==> src/rtl/rr_arbiter8_pkg.sv <==
// Shared types and sizing for the 8-way round-robin arbiter.
package rr_arbiter8_pkg;

  localparam int N_REQ            = 8;
  localparam int IDX_W            = 3;
  localparam int MAX_HOLD_DEFAULT = 16;

  typedef enum logic {
    IDLE = 1'b0,
    BUSY = 1'b1
  } state_t;

endpackage

==> src/rtl/rr_arbiter8_if.sv <==
// Request/grant bundle between the requesters and the arbiter.
interface rr_arbiter8_if;
  import rr_arbiter8_pkg::*;

  logic [N_REQ-1:0] req;
  logic [N_REQ-1:0] grant;
  logic [IDX_W-1:0] grant_idx;
  logic             grant_valid;
  logic             preempt;

  modport master (
    output req,
    input  grant, grant_idx, grant_valid, preempt
  );

  modport slave (
    input  req,
    output grant, grant_idx, grant_valid, preempt
  );

endinterface

==> src/rtl/rr_arbiter8_decoder.sv <==
// 3-to-8 one-hot decoder with enable; output is all-zero when disabled.
module decoder
  import rr_arbiter8_pkg::*;
(
  input  logic [IDX_W-1:0] idx,
  input  logic             en,
  output logic [N_REQ-1:0] onehot
);

  // NOTE: assign a default first so no path through always_comb leaves onehot unassigned (no latch).
  always_comb begin
    onehot = '0;
    if (en) onehot[idx] = 1'b1;
  end

endmodule

==> src/rtl/rr_arbiter8.sv <==
// Round-robin arbiter for 8 requesters with a bounded hold time and forced release.
module rr_arbiter8
  import rr_arbiter8_pkg::*;
#(
  parameter int MAX_HOLD = MAX_HOLD_DEFAULT
) (
  input logic          clk,
  input logic          rst,
  rr_arbiter8_if.slave bus
);

  localparam logic [7:0] HOLD_LAST = 8'(MAX_HOLD - 1);

  state_t           state;
  logic [IDX_W-1:0] owner;
  logic [IDX_W-1:0] ptr;
  logic [7:0]       hold;
  logic             preempt_q;
  logic [N_REQ-1:0] grant;
  logic             others;

  // First set bit scanning ptr, ptr+1, ... (mod 8); descending loop leaves the nearest hit.
  function automatic logic [IDX_W-1:0] rr_pick(input logic [N_REQ-1:0] r,
                                               input logic [IDX_W-1:0] p);
    logic [IDX_W-1:0] pick;
    logic [IDX_W-1:0] c;
    pick = p;
    for (int k = N_REQ - 1; k >= 0; k--) begin
      c = p + IDX_W'(k);
      if (r[c]) pick = c;
    end
    return pick;
  endfunction

  decoder u_decoder (
    .idx    (owner),
    .en     (state == BUSY),
    .onehot (grant)
  );

  // In BUSY the grant is the owner's bit, so anything left over is a competing request.
  assign others = |(bus.req & ~grant);

  // NOTE: sequential state uses non-blocking assignments so every register sees pre-edge values.
  always_ff @(posedge clk) begin
    if (rst) begin
      state     <= IDLE;
      owner     <= '0;
      ptr       <= '0;
      hold      <= '0;
      preempt_q <= 1'b0;
    end else begin
      preempt_q <= 1'b0;
      case (state)
        IDLE: begin
          if (|bus.req) begin
            state <= BUSY;
            owner <= rr_pick(bus.req, ptr);
            hold  <= '0;
          end
        end
        BUSY: begin
          if (!bus.req[owner]) begin
            state <= IDLE;
            ptr   <= owner + IDX_W'(1);
          end else if (hold == HOLD_LAST) begin
            // Saturated: keep the grant until somebody else asks.
            if (others) begin
              state     <= IDLE;
              ptr       <= owner + IDX_W'(1);
              preempt_q <= 1'b1;
            end
          end else begin
            hold <= hold + 8'd1;
          end
        end
        default: state <= IDLE;
      endcase
    end
  end

  assign bus.grant       = grant;
  assign bus.grant_idx   = owner;
  assign bus.grant_valid = (state == BUSY);
  assign bus.preempt     = preempt_q;

endmodule

==> src/flat_wrapper.sv <==
// flat-port wrapper written by rule: the top's interface ports become plain ports
module rr_arbiter8_flat import rr_arbiter8_pkg::*;
#(
  parameter int MAX_HOLD = MAX_HOLD_DEFAULT
)
  (clk, rst, bus_req, bus_grant, bus_grant_idx, bus_grant_valid, bus_preempt);
  rr_arbiter8_if bus_i ();
  input logic clk;
  input logic rst;
  input wire logic [$bits(bus_i.req)-1:0] bus_req;
  output wire logic [$bits(bus_i.grant)-1:0] bus_grant;
  output wire logic [$bits(bus_i.grant_idx)-1:0] bus_grant_idx;
  output wire logic [$bits(bus_i.grant_valid)-1:0] bus_grant_valid;
  output wire logic [$bits(bus_i.preempt)-1:0] bus_preempt;
  assign bus_i.req = bus_req;
  assign bus_grant = bus_i.grant;
  assign bus_grant_idx = bus_i.grant_idx;
  assign bus_grant_valid = bus_i.grant_valid;
  assign bus_preempt = bus_i.preempt;
  rr_arbiter8 #(.MAX_HOLD(MAX_HOLD)) u_core (.clk(clk), .rst(rst), .bus(bus_i));
endmodule
==> config.mk <==
export PLATFORM = sky130hd
export DESIGN_NAME = rr_arbiter8_flat
export DESIGN_NICKNAME = d
export VERILOG_FILES = /design/src/rtl/rr_arbiter8_pkg.sv /design/src/rtl/rr_arbiter8_if.sv /design/src/rtl/rr_arbiter8_decoder.sv /design/src/rtl/rr_arbiter8.sv /design/src/flat_wrapper.sv
export SDC_FILE = /design/constraint.sdc
export NUM_CORES = 1
export LEC_CHECK = 0
export BUFFER_PORTS_ARGS = -buffer_cell sky130_fd_sc_hd__buf_4
export CORE_UTILIZATION = 45
export CTS_CLUSTER_SIZE = 25
export DETAILED_ROUTE_END_ITERATION = 16
export SLEW_MARGIN = 20
export SYNTH_ARGS = -nofsm -noshare
export SYNTH_HDL_FRONTEND = slang
export SYNTH_SLANG_ARGS = --single-unit
==> constraint.sdc <==
create_clock -name clk -period 6.55 [get_ports clk]
set_input_delay 1.31 -clock clk [delete_from_list [all_inputs] [get_ports clk]]
set_output_delay 1.31 -clock clk [all_outputs]
set_load 0.02 [all_outputs]
==> results.tsv <==
metric	value	unit
min_period	3.19	ns
ys_ff_latch	16	
tritoncts	done	
row_count	23	
yosysWarnings	0	
area_growth	7.40	%
tns	0	ns
die-area	4710	sq um
fin_skew	0.00214	ns
cts_max_level	1	
synthDistinctLibCells	62	
grt_pass1_vias	1634	
min_period_over_period	48.7	%
n_antenna_cell	0	
synth_edf_count	0	
syn_nets	255	
status	completed	
drtIter0Drc	99	
drv_slew	0	
cts.sinks	16	
grt_first_pass_wirelength	8290	um
start_kind	flop	
syn-cell-area	2000	sq um
wirelength	4930	um
grt.total_usage	23.6	%
layout-drive-gt1-share	21.6	%
min_path_type	reg2reg	
die_w	68.6	um
worst_pin_slew	0.771	ns
dp_hpwl	3500	um
power_density	285	nW/um^2
die_h	68.6	um
critPathKind	reg2reg	
worstPathArrival	3.32	ns
path_clk_slew	0.06	ns
ys.flop_type	dfxtp_1	
max-cap-violations	0	
grt-ovfl-total	0	
postCtsSetupBuffers	0	
first_pass_iters	6	
antenna_found_initial	0	
yosys-top-cells-area	dfxtp_1 (16%), mux4_2 (12%), mux2i_1 (6.0%), nor2_1 (5.5%), xnor2_1 (3.9%)	
core	4120	sq um
gp_congestion	0.827	
placed_cells	292	
cp.required	6.68	ns
via_per_inst	6.22	
cts_buffer_depth	2	
worstSkewPairLatency	0.25	ns
ant_nets	0	
ir_drop	0.113	mV
max_freq	314	MHz
hold_buffers	0	
avgRoutedWirePerCell	16.7	um
initial_core_util	48.5	%
syn_area_per_cell	8.28	sq um
io_pins	23	
worstPathMaxFanout	26	
synth_top_area_cell	dfxtp_1	
synth-seq-area-share	16.1	%
setup_violations	0	
finalNonFillerCells	295	
p_leak	0.738	nW
ctsResizeCount	0	
slew-limit-headroom	48.6	%
port_buffers	22	
drc	0	
worst_setup_path_end_kind	flop	
nNetsFinal	261	
grt_max_degree	29	
clockRootBuffer	clkbuf_8	
synthArstFlopShare	0	%
hold_viol	0	
vias	1834	
cts-buffers-inserted	3	
synth_top_area_share	16.1	%
synth_cells	241	
rsz0062_at_grt	false	
## layout by cell type (no fill, tap or decap), types with 3 or more instances in the layout
master and n:
a211oi_1 3, a21oi_1 15, buf_4 23, clkbuf_8 3, dfxtp_1 15, ha_1 4, inv_1 8, mux2_1 4
mux2_2 6, mux2i_1 12, mux4_2 11, nand2_1 14, nand2b_1 9, nand3_1 6, nand4_1 3, nor2_1 29
nor2b_1 4, nor3_1 5, nor4_1 5, nor4b_1 3, o21ai_0 7, o32ai_1 3, xnor2_1 9
## per-layer routing
layer	vias up	routed length (um)	global-route usage [%]
met3	2	177	3.29
li1	910	-	-
met5	-	0	0
met1	879	2490	35.8
met2	43	2250	36.0
met4	0	8	2.34
## stage by stage
stage	hold WS [ns]	area [sq um]	total power [mW]	worst slack, ns	utilization [%]
2_1_floorplan	0.478	2000	0.464	3.35	-
6_report	0.512	2140	0.611	3.36	52.1
3_3_place_gp	0.495	2100	0.533	3.10	51.0
4_1_cts	0.511	2140	0.612	2.95	52.1
3_5_place_dp	0.502	2100	0.535	2.96	51.0
5_1_grt	0.544	2140	0.664	3.17	52.1
## path summary, 6_finish.rpt
path	startpoint	to	slack (ns)	cells past startpoint
min	u_core.hold[1]	u_core.hold[1]	0.51	2
max reg2reg	u_core.ptr[0]	u_core.bus.grant_idx[1]	3.36	8
min reg2reg	u_core.hold[1]	u_core.hold[1]	0.51	2
max	u_core.ptr[0]	u_core.bus.grant_idx[1]	3.36	8
## layout make-up
cell class	count	area, sq um
multi-input cells	194	1510
repair buffers	23	173
fillers	412	1970
inverters	9	33.8
clock buffers	3	41.3
flip-flops and latches	16	322
well taps	50	62.6
## Yosys cell counts, types with 5 or more instances
cell type  instances
nand2_1           14
nand2b_1           9
nor3_1             5
xnor2_1            9
buf_2             10
mux2_2             6
inv_1              8
clkbuf_1           6
o21ai_0            7
nor4_1             5
mux4_2            11
dfxtp_1           16
mux2i_1           12
nand3_1            6
nor2_1            29
a21oi_1           15
## logic make-up after synthesis
family | share of synthesized area [%]
adders and majority gates | 2.51
and+or+nand+nor | 25.0
buffers and inverters | 8.21
AOI/OAI and AO/OA | 19.8
xor gates and xnor gates | 4.39
muxes | 24.1
DFF | 16.1
## flip-flops by register name, summed over array words and instances (netlist names)
| name | count |
|---|---|
| u_core.hold | 8 |
| u_core.bus.grant_idx | 3 |
| u_core.ptr | 3 |
| u_core.bus.grant_valid | 1 |
| u_core.bus.preempt | 1 |
## report_power, final
part           internal, mW  switching (mW)
sequential            0.110          0.0455
clock                0.0408          0.0333
combinational         0.180           0.202
total                 0.330           0.280
## critical path: stages, from the launching register on
cell and delay (ns):
dfxtp_2 0.68, inv_1 0.15, ha_1 0.59, mux4_2 0.45, mux2_2 0.30, a21oi_2 0.11
mux2_1 0.34, a221oi_2 0.32, o41ai_2 0.12
(Power assumes the default switching activity.)
